File: config.mk
export PLATFORM = sky130hd
export DESIGN_NAME = db9_joystick_scanner
export DESIGN_NICKNAME = d
export VERILOG_FILES = /design/src/rtl/db9_defs.sv /design/src/rtl/db9_debounce.sv /design/src/rtl/db9_joystick_scanner.sv
export SDC_FILE = /design/constraint.sdc
export NUM_CORES = 1
export LEC_CHECK = 0
export ABC_AREA = 1
export BUFFER_PORTS_ARGS = -buffer_cell sky130_fd_sc_hd__buf_2
export CORE_UTILIZATION = 58
export DETAILED_ROUTE_END_ITERATION = 8
export PLACE_DENSITY = 0.84
export SYNTH_ARGS = -nofsm -noshare
export SYNTH_HDL_FRONTEND = slang
export SYNTH_SLANG_ARGS = --single-unit
File: constraint.sdc
create_clock -name clk -period 2.3 [get_ports clk]
set_input_delay 0.345 -clock clk [delete_from_list [all_inputs] [get_ports clk]]
set_output_delay 0.345 -clock clk [all_outputs]
set_load 0.005 [all_outputs]
File: src/rtl/db9_defs.sv
// Shared constants for the DB9 joystick scanner: pin and output bit
// positions, the debounce reset vector and the Mega Drive detect threshold.
package db9_defs;

  // Raw port pins, active-low: {pin9, pin6, right, left, down, up}
  localparam int PIN_UP    = 0;
  localparam int PIN_DOWN  = 1;
  localparam int PIN_LEFT  = 2;
  localparam int PIN_RIGHT = 3;
  localparam int PIN_6     = 4;
  localparam int PIN_9     = 5;

  // Debounced frame vector; bits [4:0] form db9joy_out
  localparam int OUT_RIGHT = 0;
  localparam int OUT_LEFT  = 1;
  localparam int OUT_DOWN  = 2;
  localparam int OUT_UP    = 3;
  localparam int OUT_FIRE  = 4;
  localparam int OUT_FIRE2 = 5;
  localparam int OUT_FIRE3 = 6;
  localparam int OUT_START = 7;

  // Every debounced bit is active-low, so all start released
  localparam logic [7:0] RESET_VEC = 8'hFF;

  // Consecutive frames needed to set or clear Mega Drive detection
  localparam int MD_DETECT_FRAMES = 2;

  // Scan phase; the encoding equals the pin-7 select level
  typedef enum logic {
    PHASE_L = 1'b0,
    PHASE_H = 1'b1
  } phase_e;

endpackage

File: src/rtl/db9_debounce.sv
// One-bit frame-rate debouncer: the output follows the sample only after
// DEBOUNCE_SAMPLES consecutive differing samples, one sample per tick.
module db9_debounce #(
  parameter int   DEBOUNCE_SAMPLES = 4,
  parameter logic INIT             = 1'b1
) (
  input  logic clk,
  input  logic rst,
  input  logic tick,
  input  logic sample,
  output logic q
);

  localparam int             CW   = $clog2(DEBOUNCE_SAMPLES + 1);
  localparam logic [CW-1:0]  LAST = CW'(DEBOUNCE_SAMPLES - 1);

  logic [CW-1:0] cnt;

  // Count differing samples; adopt the sample when the run is long enough
  // NOTE: sequential state uses <= so every flop samples pre-edge values.
  always_ff @(posedge clk or posedge rst) begin
    if (rst) begin
      cnt <= '0;
      q   <= INIT;
    end else if (tick) begin
      if (sample == q) begin
        cnt <= '0;
      end else if (cnt == LAST) begin
        q   <= sample;
        cnt <= '0;
      end else begin
        cnt <= cnt + 1'b1;
      end
    end
  end

endmodule

File: src/rtl/db9_joystick_scanner.sv
// DB9 joystick front-end: synchronises the port pins, scans Mega Drive pads
// through the pin-7 select line, assembles one frame per H/L phase pair and
// debounces each bit at frame rate.
// Optional feature macro: DB9_MEGADRIVE_EN (select scanning, MD detection,
// A/Start buttons). Without it select is tied high and fire3_n/start_n stay 1.
module db9_joystick_scanner
  import db9_defs::*;
#(
  parameter int SCAN_DIV         = 1750,
  parameter int DEBOUNCE_SAMPLES = 4
) (
  input  logic       clk,
  input  logic       rst,
  input  logic [5:0] joy_pins,
  output logic       joy_select,
  output logic [4:0] db9joy_out,
  output logic       fire2_n,
  output logic       fire3_n,
  output logic       start_n,
  output logic       md_detected
);

  localparam int            CW       = $clog2(SCAN_DIV);
  localparam logic [CW-1:0] CNT_LAST = CW'(SCAN_DIV - 1);

  logic [5:0]    sync1, sync2;
  logic [5:0]    h_pins;
  logic [CW-1:0] cnt;
  phase_e        phase;
  logic          end_phase, frame_tick;
  logic          a_bit, start_bit;
  logic [7:0]    frame, deb;

  // Two-flop synchroniser for the asynchronous port pins
  // NOTE: the synchroniser resets to all-released so no phantom press
  // reaches the frame logic while the pipeline refills after reset.
  always_ff @(posedge clk or posedge rst) begin
    if (rst) begin
      sync1 <= 6'h3F;
      sync2 <= 6'h3F;
    end else begin
      sync1 <= joy_pins;
      sync2 <= sync1;
    end
  end

  assign end_phase  = (cnt == CNT_LAST);
  assign frame_tick = end_phase && (phase == PHASE_L);

  // Phase counter and H/L phase state; also captures the phase H sample
  always_ff @(posedge clk or posedge rst) begin
    if (rst) begin
      cnt    <= '0;
      phase  <= PHASE_H;
      h_pins <= 6'h3F;
    end else if (end_phase) begin
      cnt <= '0;
      if (phase == PHASE_H) begin
        h_pins <= sync2;
        phase  <= PHASE_L;
      end else begin
        phase  <= PHASE_H;
      end
    end else begin
      cnt <= cnt + 1'b1;
    end
  end

`ifdef DB9_MEGADRIVE_EN
  localparam int            RW       = $clog2(MD_DETECT_FRAMES + 1);
  localparam logic [RW-1:0] RUN_LAST = RW'(MD_DETECT_FRAMES - 1);

  logic          md_frame, md_q, md_next;
  logic [RW-1:0] md_run, nomd_run;

  // An MD pad pulls left and right low while select is low
  assign md_frame = ~sync2[PIN_LEFT] & ~sync2[PIN_RIGHT];

  // Detection state for the frame being closed, usable on the same edge
  // NOTE: default assignment first keeps this block free of latches.
  always_comb begin
    md_next = md_q;
    if (md_frame && (md_run >= RUN_LAST)) begin
      md_next = 1'b1;
    end else if (!md_frame && (nomd_run >= RUN_LAST)) begin
      md_next = 1'b0;
    end
  end

  // Track consecutive MD and non-MD frames at each frame boundary
  always_ff @(posedge clk or posedge rst) begin
    if (rst) begin
      md_q     <= 1'b0;
      md_run   <= '0;
      nomd_run <= '0;
    end else if (frame_tick) begin
      md_q <= md_next;
      if (md_frame) begin
        nomd_run <= '0;
        if (md_run < RUN_LAST) md_run <= md_run + 1'b1;
      end else begin
        md_run <= '0;
        if (nomd_run < RUN_LAST) nomd_run <= nomd_run + 1'b1;
      end
    end
  end

  assign a_bit       = md_next ? sync2[PIN_6] : 1'b1;
  assign start_bit   = md_next ? sync2[PIN_9] : 1'b1;
  assign joy_select  = (phase == PHASE_H);
  assign md_detected = md_q;
`else
  assign a_bit       = 1'b1;
  assign start_bit   = 1'b1;
  assign joy_select  = 1'b1;
  assign md_detected = 1'b0;
`endif

  // Frame vector: directions and B/C from phase H, A/Start from phase L
  always_comb begin
    frame            = RESET_VEC;
    frame[OUT_RIGHT] = h_pins[PIN_RIGHT];
    frame[OUT_LEFT]  = h_pins[PIN_LEFT];
    frame[OUT_DOWN]  = h_pins[PIN_DOWN];
    frame[OUT_UP]    = h_pins[PIN_UP];
    frame[OUT_FIRE]  = h_pins[PIN_6];
    frame[OUT_FIRE2] = h_pins[PIN_9];
    frame[OUT_FIRE3] = a_bit;
    frame[OUT_START] = start_bit;
  end

  for (genvar i = 0; i < 8; i++) begin : g_deb
    db9_debounce #(
      .DEBOUNCE_SAMPLES(DEBOUNCE_SAMPLES),
      .INIT            (RESET_VEC[i])
    ) u_deb (
      .clk   (clk),
      .rst   (rst),
      .tick  (frame_tick),
      .sample(frame[i]),
      .q     (deb[i])
    );
  end

  assign db9joy_out = deb[4:0];
  assign fire2_n    = deb[OUT_FIRE2];
  assign fire3_n    = deb[OUT_FIRE3];
  assign start_n    = deb[OUT_START];

endmodule

=== Yosys cells after proc, flatten, opt, wreduce, memory -nomap -nowiden ===
Index checks and enable logic that the tools add are counted.

* Register bits after elaboration: 62
* Bits of input ports: 8
* Output and inout bits: 10

* Add/subtract/negate cells: 9
* Equal/unequal tests: 15
* Muxes and demuxes: 22
* Bitwise gates (word level): 7
* Reductions and logical operators: 8

{| class="wikitable"
|+ Operators with widths
! operator !! number
|-
| 3-bit two-way mux || 16
|-
| 3-bit by 1-bit adder with 3-bit output, second input constant || 8
|-
| 3-bit by 2-bit == test with 1-bit output, second input constant || 8
|-
| 3-bit AND reduction || 6
|-
| 11-bit by 1-bit adder with 11-bit output, second input constant || 1
|-
| 11-bit == test, second input constant || 1
|-
| 11-bit two-way mux || 1
|-
| 1-bit inverter || 7
|-
| 1-bit == test || 6
|-
| 1-bit two-way mux || 5
|-
| 2-bit AND reduction || 1
|-
| 1-bit logical AND || 1
|}

=== Logic depth before layout (Yosys ltp) ===
Gate-level depths: netlist of the first run.

* Depth in word-level cells: 3
* Depth in mapped cells: 11
* Gate-level depth less buffers: 10

=== Modules after synthesis ===
From an unflattened synthesis of the first run, not the netlist that was laid out.

* Cells, all modules: 372
* Area, all modules: 3,106.7 sq um

{| class="wikitable"
|+ By module, submodules not included
! module !! times used !! cells an instance !! area each (sq um) !! seq. area each (sq um)
|-
| db9_debounce || 8 || 30 || 220.2 || 101.3
|-
| db9_joystick_scanner || 1 || 132 || 1,345.0 || 774.5
|}

=== Worst setup path before layout of the first run ===
OpenSTA, ideal clock, no wires.

* Kind: register to register
* Start point: reg cnt[1]
* End point: reg g_deb[1].u_deb.cnt[1]
* Arrival time: 1,230 ps
* Required time: 2,182 ps
* Setup slack: 952 ps
* Stages on the path, launching flop included: 11
* Clock period less this slack: 1,348 ps
* Cell sequence: dfrtp_1 > inv_1 > ha_1 > nand2_1 > inv_2 > nand3_2 > nor2_4 > nand2_4 > buf_2 > nand2_1 > o21ai_2

* Cells in the longest elaborated chain, start to end: 2

{| class="wikitable"
|+ Ends and longest elaborated chain
! element !! line !! text
|-
| start: declaration || db9_joystick_scanner.sv:28 || <nowiki>logic [CW-1:0] cnt;</nowiki>
|-
| start signal: assignment || db9_joystick_scanner.sv:65 || <nowiki>cnt <= cnt + 1'b1;</nowiki>
|-
| 11-bit == test || db9_joystick_scanner.sv:47 || <nowiki>assign end_phase = (cnt == CNT_LAST);</nowiki>
|-
| 1-bit logical AND || db9_joystick_scanner.sv:48 || <nowiki>assign frame_tick = end_phase && (phase == PHASE_L);</nowiki>
|-
| end signal: assignment || db9_debounce.sv:32 || <nowiki>cnt <= cnt + 1'b1;</nowiki>
|-
| end: declaration || db9_debounce.sv:17 || <nowiki>logic [CW-1:0] cnt;</nowiki>
|}

No other way between the ends.
A chain may end at the register's enable or synchronous reset.

=== Worst setup path after layout of the first run ===
* Start point: reg cnt[1]
* End point: reg g_deb[2].u_deb.cnt[2]

* Cells in the longest elaborated chain, start to end: 2

{| class="wikitable"
|+ Ends and longest elaborated chain
! element !! line
|-
| 11-bit == test || db9_joystick_scanner.sv:47
|-
| 1-bit logical AND || db9_joystick_scanner.sv:48
|-
| end signal: assignment || db9_debounce.sv:32
|-
| end: declaration || db9_debounce.sv:17
|}

No other way between the ends.

==> run summary, run 1 <==
The flow ran to the end, and the final reports show no timing, DRC or antenna violations. The analysis attributes to cell leakage a power of 1.53 nW. The run gives 18 as the count of boundary I/O pins. The fraction of layout instances using a drive strength above 1 was 0.285. Clock-pin slew was measured on the worst setup and hold paths at 0.07 ns. Clock skew on the completed layout was measured at 0.00870 ns. The tools report the total global-route track usage as 0.209. Slowest cell on the critical path: sky130_fd_sc_hd__dfrtp_1. The tools report the number of antenna violations at the first check in global routing as 0. Walking the worst path, the cells encountered are inv_1 -> ha_1 -> nand2_1 -> inv_2 -> nand2_2 -> nor2_4 -> nand2_2 -> nor2_4 -> a21boi_0. For the worst-skew pair, the clock arrives at the later sink with an insertion delay of 0.35 ns. Adding up every negative setup slack in the final design gives 0 ns.

The final critical path time including I/O delays and setup was 1.54 ns. The initial core utilization is 0.614, and the count of input and output buffers is 15. The cell family contributing the most delay on the critical path is simple AND/OR/NAND/NOR gates. Using the TritonRoute via totals, the vias-per-cell ratio works out to 4.98. Relative to the synthesized area, the layout overhead comes to 9.18%.

The critical path is of the register to register type. The number of different library cells used by synthesis comes to 32. Number of max-cap violations: 0. In this run the horizontal extent of the chip is 73.4 um. STA puts the critical path data arrival time at 1.75 ns. The core region is 4820 sq um. In this design, the stage delay of the slowest critical-path cell is 0.39 ns.

The die covers 5390 sq um. The hold buffer count at CTS was 0. At the end of the flow, the number of nets in the layout was 339. TritonCTS built the clock tree. For the deepest clock path buffer count, the log shows 2. The run gives 649 MHz as the maximum clock frequency. Data on the critical path is required at its endpoint by 2.51 ns. The first detailed-routing pass ran for 4 iterations.

The kind of path behind the tightest hold check is input pin to asynchronous set/reset pin. After synthesis the netlist holds a flip-flop and latch count of 62. The ratio of final minimum period to clock period works out to 0.670.

In the post-synthesis netlist, the biggest area contributors are sky130_fd_sc_hd__dfrtp_1 (30%), sky130_fd_sc_hd__dfstp_2 (24%), sky130_fd_sc_hd__nand2_1 (9.6%), sky130_fd_sc_hd__ha_1 (4.2%), sky130_fd_sc_hd__nor2_1 (4.2%). CTS saw 62 sinks. The number of CTS-inserted buffers is 9. The tools report the number of global-route vias before repair as 1796. The run gives 3200 um as the detailed placer's ending HPWL. The logs give 0 for the total count of hold-check failures in the final report and 3 for the CTS H-tree depth.

The combined buffer and inverter count along the critical path works out to 2. After detailed routing, the average wire length per cell comes to 12.2 um. The run gives 0 as the total number of yosys warnings. The first global-routing pass estimated 8110 um of wire. The detail route stage leaves a number of antenna-violating nets equal to 0. The post-CTS setup repair buffer count is 0. Leaving out fill and tap cells, the most frequent cells in the layout are sky130_fd_sc_hd__nand2_1 (76), sky130_fd_sc_hd__dfrtp_1 (35), sky130_fd_sc_hd__nor2_1 (33). The async set-reset flop share out of synthesis was 1.00. Counting every net in the synthesized netlist gives 325.

The run gives 0.536 as the sequential fraction of the synthesis area. The cell sitting at the root of the clock tree is a sky130_fd_sc_hd__clkbuf_8. The total length of routed wires is 4800 um. The initialized floorplan defines 25 standard-cell rows. The tools report the final weighted congestion in routability-driven placement as 0.787. The maximum fanout encountered on the critical timing path was 11. The number of diodes was 0. The first routing iteration left 136 violations.

Dividing total power by cell area gives a power density of 668 nW/um^2. For the area after detailed placement, the log shows 3010 sq um. The fraction of synthesized cell area taken by the top area cell type is 0.296, and the post-cts gate resize count is 0. The run gives 0 as the max-slew violation total from the final report.

The floorplan step set the die height to 73.4 um. Counting the fill cells in the layout gives 377. Setup repair after global routing left no endpoint under its margin.

Setup violations remaining at the end of the flow were counted as 0. After global routing the overflow that remains totals 0. Most instantiated flip-flop cell in the synthesis netlist: sky130_fd_sc_hd__dfrtp_1. sky130_fd_sc_hd__dfrtp_1 takes more of the synthesized area than any other cell.

Share of the core filled with cells in the final layout: 0.670. Once layout is done, the placed cells without fillers occupy 3230 sq um. The design draws 2.16 mW. Number of enable flip-flop cells after synthesis: 0. For this run, design rule violations remaining after detail routing come to 0.

The worst setup path is captured at a register. Synthesis produced 307 cells. VDD sags by at most 478 uV. The summed instance area of the synthesized netlist came out at 2960 sq um. A synthesized cell averages 9.63 sq um. Detailed routing inserted a total of 1956 vias.

Entering global routing, the biggest net connects 63 pins. The worst setup path is launched from a register. The library cell used most frequently in the layout, excluding fill and tap cells, is sky130_fd_sc_hd__nand2_1.
## cells by family after synthesis
family,count (synthesis),share of synthesized area
fa+ha+maj,10,0.0423
flops,62,0.536
other cells,2,0.00254
simple gates,153,0.248
xor+xnor,8,0.0237
compound gates,27,0.0639
buf+inv,45,0.0838
## synthesized netlist by cell type, types with 4 or more instances
master / number
sky130_fd_sc_hd__a21boi_0: 4
sky130_fd_sc_hd__buf_4: 8
sky130_fd_sc_hd__buf_6: 4
sky130_fd_sc_hd__dfrtp_1: 35
sky130_fd_sc_hd__dfstp_2: 27
sky130_fd_sc_hd__ha_1: 10
sky130_fd_sc_hd__inv_1: 28
sky130_fd_sc_hd__nand2_1: 76
sky130_fd_sc_hd__nand2_2: 4
sky130_fd_sc_hd__nand3_1: 8
sky130_fd_sc_hd__nand3_2: 10
sky130_fd_sc_hd__nand3b_1: 5
sky130_fd_sc_hd__nand4_1: 7
sky130_fd_sc_hd__nor2_1: 33
sky130_fd_sc_hd__nor3_1: 4
sky130_fd_sc_hd__o21ai_1: 5
sky130_fd_sc_hd__o21ai_2: 10
sky130_fd_sc_hd__xor2_1: 6
## final timing paths
| path | start | endpoint | slack (ns) | depth (start not counted) |
|---|---|---|---|---|
| worst min register to register | sync1[2] | sync2[2] | 0.36 | 0 |
| worst min-delay path | rst | g_deb[5].u_deb.cnt[1] | 0.05 | 3 |
| max in group asynchronous | rst | g_deb[0].u_deb.q | 1.95 | 3 |
| min in group clk | joy_pins[5] | sync1[5] | 0.09 | 1 |
| worst max-delay path | cnt[1] | g_deb[2].u_deb.cnt[2] | 0.76 | 9 |
| worst max register to register | cnt[1] | g_deb[2].u_deb.cnt[2] | 0.76 | 9 |
## metal layers
layer | share of wire | up-vias | GRT usage
li1 | - | 992 | -
met5 | 0 | - | 0
met1 | 0.47 | 918 | 0.266
met4 | 0.022 | 0 | 0.103
met2 | 0.46 | 36 | 0.314
met3 | 0.043 | 10 | 0.0782
## per-stage QoR
stage	setup WS [ns]	cells	hold WS, ns
6_report	0.760	393	0.0498
3_5_place_dp	0.766	377	0.347
3_3_place_gp	0.814	377	0.345
5_1_grt	0.619	393	0.0644
2_1_floorplan	0.458	307	0.345
4_1_cts	0.749	393	0.0484
## final cells by class
class / count / area [sq um] / area share
Timing Repair Buffer: 17 / 103 / 0.0318
Multi-Input combinational cell: 200 / 1120 / 0.348
Clock buffer: 10 / 149 / 0.0461
Inverter: 31 / 118 / 0.0364
Sequential cell: 62 / 1590 / 0.491
Clock inverter: 6 / 66.3 / 0.0205
Tap cell: 67 / 83.8 / 0.0260
## worst reg2reg max path, cell delays in order (launching register included)
cell                       delay, ns
sky130_fd_sc_hd__dfrtp_1        0.39
sky130_fd_sc_hd__inv_1          0.06
sky130_fd_sc_hd__ha_1           0.12
sky130_fd_sc_hd__nand2_1        0.05
sky130_fd_sc_hd__inv_2          0.07
sky130_fd_sc_hd__nand2_2        0.06
sky130_fd_sc_hd__nor2_4         0.10
sky130_fd_sc_hd__nand2_2        0.12
sky130_fd_sc_hd__nor2_4         0.28
sky130_fd_sc_hd__a21boi_0       0.14
## sequential cells by signal, summed over array words and instances, names as in the netlist
name             cells
g_deb.u_deb.q        8
h_pins               6
g_deb.u_deb.cnt     24
phase                1
sync2                6
sync1                6
cnt                 11
## power breakdown
group	leakage [nW]	internal, mW	switching (mW)
Clock	0.108	0.569	0.442
Sequential	0.756	1.11	0.00408
Combinational	0.667	0.00788	0.0222
Note: power is estimated with default switching activity, not from simulation.
==> run 2, diff against run 1 <==
--- a/config.mk
+++ b/config.mk
@@ -7,9 +7,9 @@
 export LEC_CHECK = 0
 export ABC_AREA = 1
 export BUFFER_PORTS_ARGS = -buffer_cell sky130_fd_sc_hd__buf_2
-export CORE_UTILIZATION = 58
+export CORE_UTILIZATION = 54
 export DETAILED_ROUTE_END_ITERATION = 8
-export PLACE_DENSITY = 0.84
+export PLACE_DENSITY = 0.82
 export SYNTH_ARGS = -nofsm -noshare
 export SYNTH_HDL_FRONTEND = slang
 export SYNTH_SLANG_ARGS = --single-unit
==> constraint.sdc (replaced) <==
create_clock -name clk -period 1.3 [get_ports clk]
set_input_delay 0.195 -clock clk [delete_from_list [all_inputs] [get_ports clk]]
set_output_delay 0.195 -clock clk [all_outputs]
set_load 0.005 [all_outputs]
==> run summary, run 2 (same netlist as run 1, synthesis figures left out) <==
The critical path's largest stage delay came out at 0.38 ns (about the same). For the final worst hold slack, the log shows 0.356 ns (+0.306 ns). The library cell used most frequently in the layout, excluding fill and tap cells, is sky130_fd_sc_hd__nand2_1.

The final reports fail on setup timing. The tools report the pin count of the biggest net entering global routing as 63 (unchanged). The detail-routed net length per standard cell was 14.0 um (+15%). The critical path goes through inv_1 -> ha_1 -> nand2_1 -> inv_2 -> nand3_2 -> nor2_4 -> nand2_4 -> buf_12 -> nor2_1 -> nor2_1.

The slowest stage of the critical path is the sky130_fd_sc_hd__dfrtp_1 cell. Power density over the cells: 1030 nW/um^2 (+54%). Setup repair after global routing could not meet its margin everywhere.

The worst setup path is of the register to register kind. Number of CTS-inserted buffers: 9 (unchanged). Critical path capture point type: a register. The data arrival time of the critical path was 1.75 ns (about the same); the cell internal power dissipation was 3.07 mW (+82%). The number of max-cap violations is 0 (unchanged). The tools report the max-slew violation total from the final report as 0 (unchanged).

Total congestion overflow: 0 (unchanged). The global-route wire length before repair was 10600 um (+30%); the number of global-route vias before repair was 2294 (+28%). The number of flip-flops in the largest register works out to 24 (unchanged). The run gives -0.206 ns (-0.972 ns) as the setup slack at placement. The final design instance area without fill is 3790 sq um (+17%), and the area after detailed placement is 3250 sq um (+8.0%).

The count of boundary I/O pins was 18 (unchanged); the register share of total power was 0.506 (-0.011). The final critical path time including I/O delays and setup was 1.50 ns (-0.0372 ns). The worst voltage drop across the vdd grid was 1310 uV (+170%); the count of input and output buffers was 15 (unchanged).

Compared with the post-synthesis result, the final layout area differs by 28.0%. In the layout the commonest cells are sky130_fd_sc_hd__nand2_1 (61), sky130_fd_sc_hd__dfrtp_1 (35), sky130_fd_sc_hd__nor2_1 (30). The total global-route track usage was 0.238 (+0.0297); the number of DRC markers in iteration 0 was 156 (+15%). The number of antenna violations at the first check in global routing is 0 (unchanged).

The reported net switching power came out at 0.828 mW (+77%). The logs give 2247 (+15%) for the total number of vias and 0.568 (-0.0458) for the initial core utilization. The number of standard-cell rows in the floorplan came out at 26 (+4.0%).

The CTS clock-pin slew for the worst setup and hold paths was 0.07 ns (about the same). The dominant cell type by count on the critical path was sky130_fd_sc_hd__nor2_1. The run gives 3550 um (+11%) as the detailed placer's ending HPWL. The die height came out at 76.0 um (+3.5%). The total length of routed wires is 6120 um (+28%), and the ratio of routed vias to standard cells is 5.15 (+3.5%). The smallest setup slack after layout is -0.203 ns (-0.963 ns), and the maximum fanout encountered on the critical timing path is 12 (+1).

The tools report the number of fillers in the final layout as 347 (-8.0%). TritonCTS built the clock tree. For the maximum clock frequency, the log shows 665 MHz (+2.5%). The tools report the part of the total power dissipated in the clock network as 0.475 (+0.006). Cell class contributing the biggest share of worst-path delay: simple AND/OR/NAND/NOR gates.

Combined buffer and inverter count along the critical path: 3 (+1). The tools report the worst setup skew after layout as 0.00979 ns (+0.00110 ns). Counting flops per register, the top entry is g_deb.u_deb.cnt. The count of final setup violators was 49 (+49); the count of clock tree sinks was 62 (unchanged).

The tools report the remaining routing DRC violations as 0 (unchanged). The largest registers in the layout are g_deb.u_deb.cnt (24), cnt (11), g_deb.u_deb.q (8). The length of the first detailed-routing pass in iterations came out at 4 (unchanged).

The logs give 5780 sq um (+7.2%) for the die outline area and 3 (unchanged) for the CTS H-tree depth. The worst endpoint required time was 1.54 ns (-0.97 ns). In this run the worst hold path is classified as register to register.

The worst setup path is launched from a register. The flow ran to the end, but the final reports show violations. The run gives 0 (unchanged) as the number of diodes. The floorplan core area came out at 5200 sq um (+8.1%). The tools report the insertion delay to the later sink of the worst-skew pair as 0.35 ns (about the same). The run gives 379 (+12%) as the total number of nets in the final design.

The relative contribution of combinational cells to total power was 0.018 (+0.004). The final weighted congestion in routability-driven placement is 0.793 (+0.67%). The ratio of final minimum period to clock period works out to 1.16 (+0.486). The fraction of layout instances using a drive strength above 1 came out at 0.402 (+0.116). The run gives 0 (unchanged) as the total count of hold-check failures in the final report.

The switching share of power was 0.212 (-0.00485). Library cell used as clock root buffer: sky130_fd_sc_hd__clkbuf_8. The deepest clock path buffer count is 2 (unchanged). The horizontal die dimension came out at 76.0 um (+3.5%). Static power due to leakage: 1.82 nW (+19%). The tools report the post-detailed-route count of antenna-violating nets as 0 (unchanged). For the share of the core filled with cells in the final layout, the log shows 0.727 (+0.0570). Sum of internal, switching and leakage power: 3.90 mW (+81%).
-- run 2: cell count changes in the layout (fill, tap and decap cells not counted), sizes merged --
cell         delta
buf            +33
clkinvlp        +1
inv             -3
bufinv          +1
dlygate4sd3     +7
clkinv          +1
-- run 2: path summary, 6_finish.rpt --
kind,startpoint,endpoint,slack (ns),depth (start not counted)
max,cnt[1],g_deb[7].u_deb.cnt[2],-0.20,10
min,sync1[2],sync2[2],0.36,0
max reg2reg,cnt[1],g_deb[7].u_deb.cnt[2],-0.20,10
min reg2reg,sync1[2],sync2[2],0.36,0
max in group asynchronous,rst,g_deb[4].u_deb.q,0.52,4
min in group asynchronous,rst,cnt[4],0.47,4
-- run 2: final cells by class --
class | instances | area [sq um] | area share
Multi-Input combinational cell | 200 | 1220 | 0.321
Timing Repair Buffer | 57 | 562 | 0.148
Inverter | 31 | 121 | 0.0321
Clock inverter | 6 | 86.3 | 0.0228
Tap cell | 70 | 87.6 | 0.0231
Sequential cell | 62 | 1590 | 0.419
Clock buffer | 10 | 128 | 0.0337
-- run 2: power groups by stage --
| stage | sequential [mW] | combinational, mW | clock (mW) |
|---|---|---|---|
| global route | 1.97 | 0.0824 | 1.98 |
| CTS | 1.97 | 0.0743 | 1.88 |
| floorplan | 2.00 | 0.0336 | 0 |
| detailed placement | 2.01 | 0.0583 | 0 |
| finish | 1.97 | 0.0718 | 1.85 |
| global placement | 2.00 | 0.0570 | 0 |
-- run 2: stage by stage --
stage	setup TNS, ns	instances
floorplan	-0.334	307
global placement	-3.36	403
detailed placement	-4.86	403
CTS	-4.41	435
global route	-10.56	436
finish	-6.98	436
-- run 2: what timing repair did --
action / in CTS / in global routing
hold buffers: 7 / 0
buffers inserted: 7 / 2
endpoints found under the setup margin: 45 / 50
gates cloned: 2 / 0
hold endpoints to repair: 41 / 0
gates resized for setup: 24 / 13
pin swaps: 8 / 8
-- run 2: worst register-to-register path, stage by stage, from the launching register on --
cell,delay (ns)
sky130_fd_sc_hd__dfrtp_1,0.38
sky130_fd_sc_hd__inv_1,0.06
sky130_fd_sc_hd__ha_1,0.14
sky130_fd_sc_hd__nand2_1,0.07
sky130_fd_sc_hd__inv_2,0.07
sky130_fd_sc_hd__nand3_2,0.08
sky130_fd_sc_hd__nor2_4,0.13
sky130_fd_sc_hd__nand2_4,0.14
sky130_fd_sc_hd__buf_12,0.19
sky130_fd_sc_hd__nor2_1,0.10
sky130_fd_sc_hd__nor2_1,0.05
-- run 2: metal layers --
layer / routed length [um] / share of wire / global-route usage / vias to the layer above
met1: 2660 / 0.43 / 0.298 / 1116
met3: 219 / 0.036 / 0.0719 / 9
met4: 93 / 0.015 / 0.112 / 0
met5: 0 / 0 / 0 / -
li1: - / - / - / 1078
met2: 3150 / 0.52 / 0.381 / 44
